$ cat config.mk
export PLATFORM = sky130hd
export DESIGN_NAME = weight_tile_scheduler
export DESIGN_NICKNAME = d
export VERILOG_FILES = /design/src/rtl/weight_tile_scheduler_pkg.sv /design/src/rtl/weight_tile_scheduler_tile_nest_counter.sv /design/src/rtl/weight_tile_scheduler.sv
export SDC_FILE = /design/constraint.sdc
export NUM_CORES = 1
export LEC_CHECK = 0
export ABC_AREA = 1
export BUFFER_PORTS_ARGS = -buffer_cell sky130_fd_sc_hd__buf_2
export CORE_UTILIZATION = 30
export DETAILED_ROUTE_END_ITERATION = 10
export GPL_TIMING_DRIVEN = 0
export SYNTH_ARGS = -nofsm -noshare
export SYNTH_HDL_FRONTEND = slang
export SYNTH_SLANG_ARGS = --single-unit
$ cat constraint.sdc
create_clock -name clk -period 2.8 [get_ports clk]
set_clock_uncertainty 0.1 [all_clocks]
set_input_delay 0 -clock clk [delete_from_list [all_inputs] [get_ports clk]]
set_output_delay 0 -clock clk [all_outputs]
set_load 0.01 [all_outputs]
$ cat src/rtl/weight_tile_scheduler_pkg.sv
// Shared types and elaboration-time helpers for the weight tile scheduler.
package weight_tile_scheduler_pkg;

    // Per-tile sequencing states of the scheduler FSM
    typedef enum logic [2:0] {
        S_IDLE,
        S_LOAD,
        S_WAIT_LOAD,
        S_COMPUTE,
        S_WAIT_COMP,
        S_NEXT,
        S_DONE
    } state_e;

    // Number of weight words delivered by the filter for one K*K*Tm*Tn tile
    function automatic int words_per_tile(input int k, input int tm, input int tn);
        return k * k * tm * tn;
    endfunction

    // Number of tiles needed to cover a dimension d with tile size t
    function automatic int tile_count(input int d, input int t);
        return (d + t - 1) / t;
    endfunction

endpackage

$ cat src/rtl/weight_tile_scheduler_tile_nest_counter.sv
// Four-level stepped loop nest. Level 0 is innermost. Each level holds a base
// register that advances by its step; a level is last once base + step reaches
// its dimension. On advance the innermost non-last level steps and every level
// inside it returns to zero. When all levels are last, advance is ignored so the
// bases hold their final values.
module tile_nest_counter #(
    parameter int CW = 16,
    parameter int D0 = 32,
    parameter int S0 = 16,
    parameter int D1 = 32,
    parameter int S1 = 16,
    parameter int D2 = 32,
    parameter int S2 = 16,
    parameter int D3 = 64,
    parameter int S3 = 64
) (
    input  logic               clk,
    input  logic               rst,
    input  logic               clear,
    input  logic               advance,
    output logic [3:0][CW-1:0] base,
    output logic               inner_last,
    output logic               all_last
);

    localparam logic [3:0][CW:0] DIM_W  = {(CW+1)'(D3), (CW+1)'(D2), (CW+1)'(D1), (CW+1)'(D0)};
    localparam logic [3:0][CW:0] STEP_W = {(CW+1)'(S3), (CW+1)'(S2), (CW+1)'(S1), (CW+1)'(S0)};

    logic [3:0][CW-1:0] base_q;
    logic [3:0][CW-1:0] base_d;
    logic [3:0]         last;

    // Last flag per level, compared one bit wider so base + step cannot wrap
    always_comb begin
        for (int i = 0; i < 4; i++) begin
            last[i] = ({1'b0, base_q[i]} + STEP_W[i]) >= DIM_W[i];
        end
    end

    // Ripple the advance from the innermost level outward
    always_comb begin
        logic carry;
        base_d = base_q;
        carry  = 1'b1;
        for (int i = 0; i < 4; i++) begin
            if (carry) begin
                if (last[i]) begin
                    base_d[i] = '0;
                end else begin
                    base_d[i] = base_q[i] + STEP_W[i][CW-1:0];
                    carry     = 1'b0;
                end
            end
        end
        if (&last) begin
            base_d = base_q;
        end
    end

    // Base registers: cleared at layer start, stepped on advance
    always_ff @(posedge clk or posedge rst) begin
        if (rst) begin
            base_q <= '0;
        end else if (clear) begin
            base_q <= '0;
        end else if (advance) begin
            base_q <= base_d;
        end
    end

    assign base       = base_q;
    assign inner_last = last[0];
    assign all_last   = &last;

endmodule

$ cat src/rtl/weight_tile_scheduler.sv
// Weight tile scheduler: walks the (r, c, m, n) tile nest, requests each weight
// tile, counts filter pushes until the tile is complete, then launches compute
// and waits for it before advancing. All outputs are decoded from registers.
module weight_tile_scheduler
    import weight_tile_scheduler_pkg::*;
#(
    parameter int CW = 16,
    parameter int N  = 32,
    parameter int M  = 32,
    parameter int R  = 64,
    parameter int C  = 32,
    parameter int K  = 3,
    parameter int Tn = 16,
    parameter int Tm = 16,
    parameter int Tr = 64,
    parameter int Tc = 16
) (
    input  logic          clk,
    input  logic          rst,
    input  logic          start,
    output logic          busy,
    output logic          done,
    output logic          wt_load_start,
    input  logic          wt_push,
    output logic          compute_start,
    input  logic          compute_done,
    output logic [CW-1:0] tile_base_r,
    output logic [CW-1:0] tile_base_c,
    output logic [CW-1:0] tile_base_m,
    output logic [CW-1:0] tile_base_n,
    output logic          first_n,
    output logic          last_n,
    output logic          err_push
);

    localparam int            WORDS    = words_per_tile(K, Tm, Tn);
    localparam logic [CW-1:0] WORDS_M1 = CW'(WORDS - 1);

    if (N >= (1 << CW) || M >= (1 << CW) || R >= (1 << CW) || C >= (1 << CW) ||
        WORDS > (1 << CW)) begin : g_bad_dims
        $error("weight_tile_scheduler: a dimension or the tile word count does not fit in CW bits");
    end

    state_e             state_q, state_d;
    logic [CW-1:0]      cnt_q, cnt_d;
    logic               err_q;
    logic               nest_clear;
    logic               nest_adv;
    logic               nest_all_last;
    logic               nest_inner_last;
    logic [3:0][CW-1:0] nest_base;

    tile_nest_counter #(
        .CW (CW),
        .D0 (N),  .S0 (Tn),
        .D1 (M),  .S1 (Tm),
        .D2 (C),  .S2 (Tc),
        .D3 (R),  .S3 (Tr)
    ) u_nest (
        .clk        (clk),
        .rst        (rst),
        .clear      (nest_clear),
        .advance    (nest_adv),
        .base       (nest_base),
        .inner_last (nest_inner_last),
        .all_last   (nest_all_last)
    );

    // State and push counter registers
    always_ff @(posedge clk or posedge rst) begin
        if (rst) begin
            state_q <= S_IDLE;
            cnt_q   <= '0;
        end else begin
            state_q <= state_d;
            cnt_q   <= cnt_d;
        end
    end

    // Sticky flag for weight pushes arriving when no tile load is pending
    always_ff @(posedge clk or posedge rst) begin
        if (rst) begin
            err_q <= 1'b0;
        end else if (wt_push && (state_q != S_WAIT_LOAD)) begin
            err_q <= 1'b1;
        end
    end

    // Next-state logic and Moore output decode
    always_comb begin
        state_d       = state_q;
        cnt_d         = cnt_q;
        nest_clear    = 1'b0;
        nest_adv      = 1'b0;
        busy          = 1'b0;
        done          = 1'b0;
        wt_load_start = 1'b0;
        compute_start = 1'b0;
        case (state_q)
            S_IDLE: begin
                if (start) begin
                    nest_clear = 1'b1;
                    state_d    = S_LOAD;
                end
            end
            S_LOAD: begin
                busy          = 1'b1;
                wt_load_start = 1'b1;
                cnt_d         = '0;
                state_d       = S_WAIT_LOAD;
            end
            S_WAIT_LOAD: begin
                busy = 1'b1;
                if (wt_push) begin
                    cnt_d = cnt_q + 1'b1;
                    if (cnt_q == WORDS_M1) begin
                        state_d = S_COMPUTE;
                    end
                end
            end
            S_COMPUTE: begin
                busy          = 1'b1;
                compute_start = 1'b1;
                state_d       = S_WAIT_COMP;
            end
            S_WAIT_COMP: begin
                busy = 1'b1;
                if (compute_done) begin
                    state_d = S_NEXT;
                end
            end
            S_NEXT: begin
                busy = 1'b1;
                if (nest_all_last) begin
                    state_d = S_DONE;
                end else begin
                    nest_adv = 1'b1;
                    state_d  = S_LOAD;
                end
            end
            S_DONE: begin
                done    = 1'b1;
                state_d = S_IDLE;
            end
            default: begin
                state_d = S_IDLE;
            end
        endcase
    end

    assign tile_base_n = nest_base[0];
    assign tile_base_m = nest_base[1];
    assign tile_base_c = nest_base[2];
    assign tile_base_r = nest_base[3];
    assign first_n     = (nest_base[0] == '0);
    assign last_n      = nest_inner_last;
    assign err_push    = err_q;

endmodule

==> impl_metrics.tcl, run 1 <==
set metrics [dict create \
    status "finished, final reports clean" \
    cp-start-kind "flip-flop" \
    portBuffers 57 \
    via_per_inst 4.44 \
    grt_usage 0.145 \
    final_cells 827 \
    cts_buffers 9 \
    vias 3673 \
    cts.htree.levels 3 \
    rsz0062_at_grt "false" \
    netlist.area_leader.share 0.406 \
    core-area_sq_um 13200 \
    power_frac_seq 0.338 \
    pre_cts_slack_ns 0.176 \
    hold_ws_ns 0.0479 \
    clockRootBuffer "clkbuf_16" \
    critical_path.max_stage_delay_ns 0.46 \
    rows 42 \
    crit_slowest_cell "dfrtp_2" \
    drt-initial-drc-count 198 \
    power.switching_mw 1.23 \
    drc 0 \
    p_total_mw 3.25 \
    maxCapViolations 0 \
    synth.largest_area_cell "dfrtp_1" \
    p_leak_nw 2.59 \
    grt_max_degree 67 \
    combPwrFrac 0.326 \
    grt_pass1_wl_mm 16.4 \
    worstMarginPinSlew_ns 0.845 \
    globalplace.congestion 0.823 \
    nets 661 \
    cts_sinks 66 \
    synthAdderAreaFrac 0.0307 \
    die-area_sq_um 14000 \
    synth_seq_cells 66 \
    yosysSeqAreaShare 0.406 \
    netSwitchingFraction 0.378 \
    hold_violations 0 \
    fin_tns_setup_ns 0 \
    dr.pass1.iters 4 \
    max_slew_margin 0.436 \
    wl_mm 9.39 \
    die_y_um 119 \
    boundaryPins 76 \
    ys_async_sr_fraction 1.00 \
    synth_edf_count 0 \
    yosys-top-cells-count "nand2_1 (135), nor2_1 (83), inv_1 (76), dfrtp_1 (66), nand3_1 (48)" \
    antenna_found_initial 0 \
    power_density_nw_per_um2 655 \
    synthSimpleGateAreaFrac 0.339 \
    initial_core_util 0.308 \
    syn_avg_cell_area_sq_um 7.30 \
    critical_path_required_ns 2.91 \
    timing.final.crit_period_ns 2.52 \
    cts_tree "yes" \
    critPathArrivalTime_ns 2.63 \
    pwr-share-clk 0.336 \
    synth.most_common_cell "nand2_1" \
    final_util 0.375 \
    slew_viol_final 0 \
    synth_xor_area_frac 0.00860 \
    min_period_over_period 0.899 \
    clock_latency_ns 0.34 \
    synth-main-ff-cell "dfrtp_1" \
    syn2layout_area_growth_pct 21.8 \
    cts.path.max_buffers 2 \
    fp.dieW_um 119 \
    final_cell_area_sq_um 4960 \
    syn_inst 558 \
    path_common_cell "nand2_1" \
    setup_viol 0 \
    cp_cell_sequence "ha_1 > nand2_1 > nor2_4 > nand2_1 > nand2_1 > nand2_1 > nor2_1 > nand2_1 > nor2_1 > nand2_1 > nand4_2 > nand2_2 > nand2_2 > buf_6 > buf_8 > a21oi_2" \
    place_inst 808 \
    synth_compound_area_frac 0.0928 \
    fmax_ghz 0.397 \
    synth_warnings 0 \
    yosysUniqueCellTypes 40 \
    synth_top_family_by_area "simple AND/OR/NAND/NOR gates" \
    grt-ovfl-total 0 \
    setup_ws_ns 0.284 \
    synth_mux_area_frac 0.00246 \
    rrSetupSlack_ns 0.28 \
    antenna_cells 0 \
    netlist_top_cells_area "dfrtp_1 (41%), nand2_1 (12%), nor2_1 (7.6%)" \
    grt_pass1_vias 3390 \
    routedWlPerCell_um 11.3 \
    drive_gt1_frac 0.198 \
    place_area_sq_um 4640 \
    path_clk_slew_ns 0.05 \
    crit_path_end_kind "flip-flop" \
    dp_hpwl_mm 6.87 \
    syn_area_sq_um 4070 \
    drt.antenna.violating_nets 0 \
    cts_setup_buffers 0 \
    worstSetupPathType "flip-flop to flip-flop" \
    intPower_mw 2.02 \
    max-vdd-ir-drop_uv 392 \
    hold_path_class "input port to flip-flop" \
    path_max_fanout 10 \
]
[cells in the final DEF (no fill, tap or decap), drive strengths merged]
| cell type | Yosys | final |
|---|---|---|
| a21o | 1 | 1 |
| a21oi | 34 | 34 |
| mux2i | 1 | 1 |
| dlygate4sd3 | 0 | 3 |
| o31ai | 2 | 2 |
| nand3 | 51 | 51 |
| xnor2 | 2 | 2 |
| or2 | 1 | 1 |
| o211ai | 2 | 2 |
| xor2 | 2 | 2 |
| nand3b | 2 | 2 |
| a31oi | 2 | 2 |
| clkbuf | 1 | 15 |
| conb | 1 | 18 |
| nor2 | 89 | 89 |
| nor3 | 8 | 8 |
| inv | 79 | 79 |
| o21ai | 17 | 17 |
| a211oi | 1 | 1 |
| ha | 10 | 10 |
| nand4 | 16 | 16 |
| nand2 | 140 | 140 |
| buf | 24 | 81 |
| dfrtp | 66 | 66 |
| o22ai | 1 | 1 |
| nor4 | 4 | 4 |
| clkinv | 0 | 2 |
| a21boi | 1 | 1 |
[critical path: cells and delay by family (launching register included)]
family,cells,cell delay (ns)
AO/OA/AOI/OAI,1,0.06
AND/OR/NAND/NOR,12,1.20
buffers and inverters,2,0.33
flip-flops,1,0.46
adder cells (fa/ha/maj),1,0.25
[registers in the layout (all words and copies together), names as in the netlist]
signal / flops
u_nest.base: 46
cnt_q: 16
state_q: 3
err_push: 1
[worst paths after layout]
kind	from	endpoint	depth (start not counted)
worst max-delay path	u_nest.base[36]	u_nest.base[28]	16
worst max register to register	u_nest.base[36]	u_nest.base[28]	16
worst min register to register	cnt_q[15]	cnt_q[15]	1
min in group asynchronous	rst	u_nest.base[27]	3
worst min-delay path	compute_done	state_q[0]	5
max in group asynchronous	rst	u_nest.base[36]	3
[cell families (layout without fill, tap and decap cells)]
| logic type | after synthesis | in the layout |
|---|---|---|
| AOI/OAI and AO/OA | 61 | 61 |
| xor gates and xnor gates | 4 | 4 |
| adders and majority gates | 10 | 10 |
| buffers and inverters | 104 | 180 |
| DFF | 66 | 66 |
| muxes | 1 | 1 |
| other | 1 | 18 |
| and+or+nand+nor | 311 | 311 |
[final cells by class]
cell class / instances / area (sq um)
fill: 1414 / 8280
multi-input combinational: 405 / 2000
sequential: 66 / 1650
timing repair buffer: 60 / 315
inverter: 79 / 299
clock buffer: 14 / 274
tap: 176 / 220
buffer: 25 / 191
clock inverter: 2 / 10.0
[power by group through the flow]
stage / sequential (mW) / combinational [mW] / clock, mW
2_1_floorplan: 1.10 / 0.770 / 0
3_3_place_gp: 1.12 / 1.07 / 0
3_5_place_dp: 1.12 / 1.07 / 0
4_1_cts: 1.10 / 1.08 / 1.12
5_1_grt: 1.11 / 1.19 / 1.16
6_report: 1.10 / 1.06 / 1.09
[timing repair]
item / in CTS / in global routing
endpoints found under the setup margin: 0 / 21
resized for setup: 0 / 1
hold buffers: 3 / 0
hold endpoints to repair: 70 / 0
[layer usage]
layer,vias to the layer above,wire length [um],global-route usage
met4,0,162,0.0609
li1,1922,-,-
met3,11,371,0.0280
met1,1674,4680,0.198
met2,66,4170,0.223
met5,-,0,0
No activity file was read; power rests on OpenSTA's default activity.
==> run 2: changes to the inputs <==
- clock period: 2.8 -> 3.3 ns (I/O delays scaled with it)
==> run 2 against run 1 <==
  * Critical path depth stayed put
  * Sequential share of layout area hardly changed
  * Maximum frequency is 3.7% lower
  * Non-clock buffer count stayed put
  * Via count is 0.52% higher
  * Sequential power is 15% lower
  * Die area stayed put
  * Hold slack hardly changed
  * Register-to-register slack better by 0.40 ns
==> impl_metrics.tcl, run 2 (synthesis results as in run 1) <==
set metrics [dict create \
    maxCapViolations 0 \
    syn2layout_area_growth_pct 21.8 \
    vias 3692 \
    rr_worst_depth 16 \
    hold_depth 5 \
    max-vdd-ir-drop_uv 332 \
    rows 42 \
    final_common_cell "nand2_1" \
    grt-ovfl-total 0 \
    core-area_sq_um 13200 \
    use_met3 0.0280 \
    critPathArrivalTime_ns 2.72 \
    antenna_found_initial 0 \
    wl_mm 9.37 \
    fillCellCount 1415 \
    rsz0062_at_grt "false" \
    holdCritStartpoint "compute_done" \
    drive_gt1_frac 0.197 \
    power_density_nw_per_um2 556 \
    status "finished, final reports clean" \
    cp_cell_sequence "ha_1 > nand2_1 > nor2_4 > nand2_1 > nand2_1 > nand2_1 > nor2_1 > nand2_1 > nor2_1 > nand2_1 > nand4_2 > nand2_2 > nand2_2 > buf_6 > buf_8 > a21oi_2" \
    cts.htree.levels 3 \
    initial_core_util 0.308 \
    cts_setup_buffers 0 \
    clockRootBuffer "clkbuf_16" \
    p_leak_nw 2.59 \
    portBuffers 57 \
    timing.final.crit_period_ns 2.61 \
    grt_max_degree 67 \
    crit_path_end_kind "flip-flop" \
    routedWlPerCell_um 11.3 \
    globalplace.congestion 0.823 \
    max_slew_margin 0.436 \
    mostFrequentLayoutCells "nand2_1 (135), nor2_1 (83), inv_1 (75), dfrtp_1 (66), buf_2 (60)" \
    path_common_cell "nand2_1" \
    final_cell_area_sq_um 4960 \
    fmax_ghz 0.383 \
    grt_pass1_wl_mm 16.4 \
    grtUsageMet2 0.223 \
    hold_ws_ns 0.0477 \
    fin_tns_setup_ns 0 \
    whs_endpoint "state_q[0]" \
    crit_slowest_cell "dfrtp_1" \
    hold_path_class "input port to flip-flop" \
    hold_violations 0 \
    drt.antenna.violating_nets 0 \
    cts_tree "yes" \
    cts.path.max_buffers 2 \
    boundaryPins 76 \
    min_period_over_period 0.792 \
    dp_hpwl_mm 6.87 \
    cp-start-kind "flip-flop" \
    fp.dieW_um 119 \
    cts_buffers 9 \
    dr.pass1.iters 4 \
    worstMarginPinSlew_ns 0.845 \
    antenna_cells 0 \
    clock_latency_ns 0.34 \
    cts_sinks 66 \
    place_area_sq_um 4640 \
    critical_path.max_stage_delay_ns 0.53 \
    slew_viol_final 0 \
    critical_path_required_ns 3.41 \
    drc 0 \
    worstSetupPathType "flip-flop to flip-flop" \
    path_max_fanout 10 \
    setup_viol 0 \
    busiest_layer "met2" \
    die-area_sq_um 14000 \
    largest_reg_flops 46 \
    drt-initial-drc-count 204 \
    r2r-end "u_nest.base[28]" \
    path_clk_slew_ns 0.05 \
    use_met1 0.198 \
    nets 661 \
    grt_pass1_vias 3390 \
    r2r-start "u_nest.base[36]" \
    grt_usage 0.145 \
    via_per_inst 4.46 \
    die_y_um 119 \
    rrSetupSlack_ns 0.69 \
]
-- run 2: power by group --
group          internal (mW)  leakage, nW  switching (mW)
Clock                  0.568        0.143           0.358
Sequential             0.857        0.909          0.0751
Combinational          0.289         1.54           0.608
Total                   1.71         2.59            1.04
-- run 2: area by class of cell --
class / count / area [sq um] / area share
clock buffers: 14 / 274 / 0.0553
clock inverters: 2 / 10.0 / 0.00202
flip-flops and latches: 66 / 1650 / 0.333
plain buffers: 25 / 191 / 0.0386
multi-input cells: 405 / 2000 / 0.403
well taps: 176 / 220 / 0.0444
inverters: 79 / 299 / 0.0603
repair buffers: 60 / 315 / 0.0636
-- run 2: worst max path at each step --
stage,start,endpoint,slack (ns)
after floorplan,u_nest.base[4],u_nest.base[21],1.11
after global placement,rst,err_push,0.49
after detailed placement,u_nest.base[36],u_nest.base[28],0.68
after CTS,u_nest.base[36],u_nest.base[28],0.66
after global routing,u_nest.base[36],u_nest.base[45],0.45
final,u_nest.base[36],u_nest.base[28],0.69
-- run 2: per-stage QoR --
stage,utilization,setup WS (ns),cells,total power [mW]
floorplan,-,1.11,575,1.59
global placement,0.351,0.494,808,1.86
detailed placement,0.351,0.676,808,1.86
CTS,0.374,0.661,827,2.80
global route,0.374,0.452,827,2.94
finish,0.374,0.686,827,2.76
-- run 2: metal layers --
layer | up-vias | routed length, um | part of all wire
met5 | - | 0 | 0
met4 | 0 | 162 | 0.017
met3 | 11 | 365 | 0.039
met2 | 63 | 4180 | 0.45
met1 | 1693 | 4660 | 0.50
li1 | 1925 | - | -
-- run 2: timing repair --
action	CTS	global route
hold buffers	3	0
gates resized for setup	0	0
hold endpoints to repair	70	0
-- run 2: critical path: cells and delay by family (launching register included) --
family          cells  cell delay [ns]
fa+ha+maj           1             0.28
flops               1             0.53
buf+inv             2             0.33
simple gates       12             1.21
compound gates      1             0.06
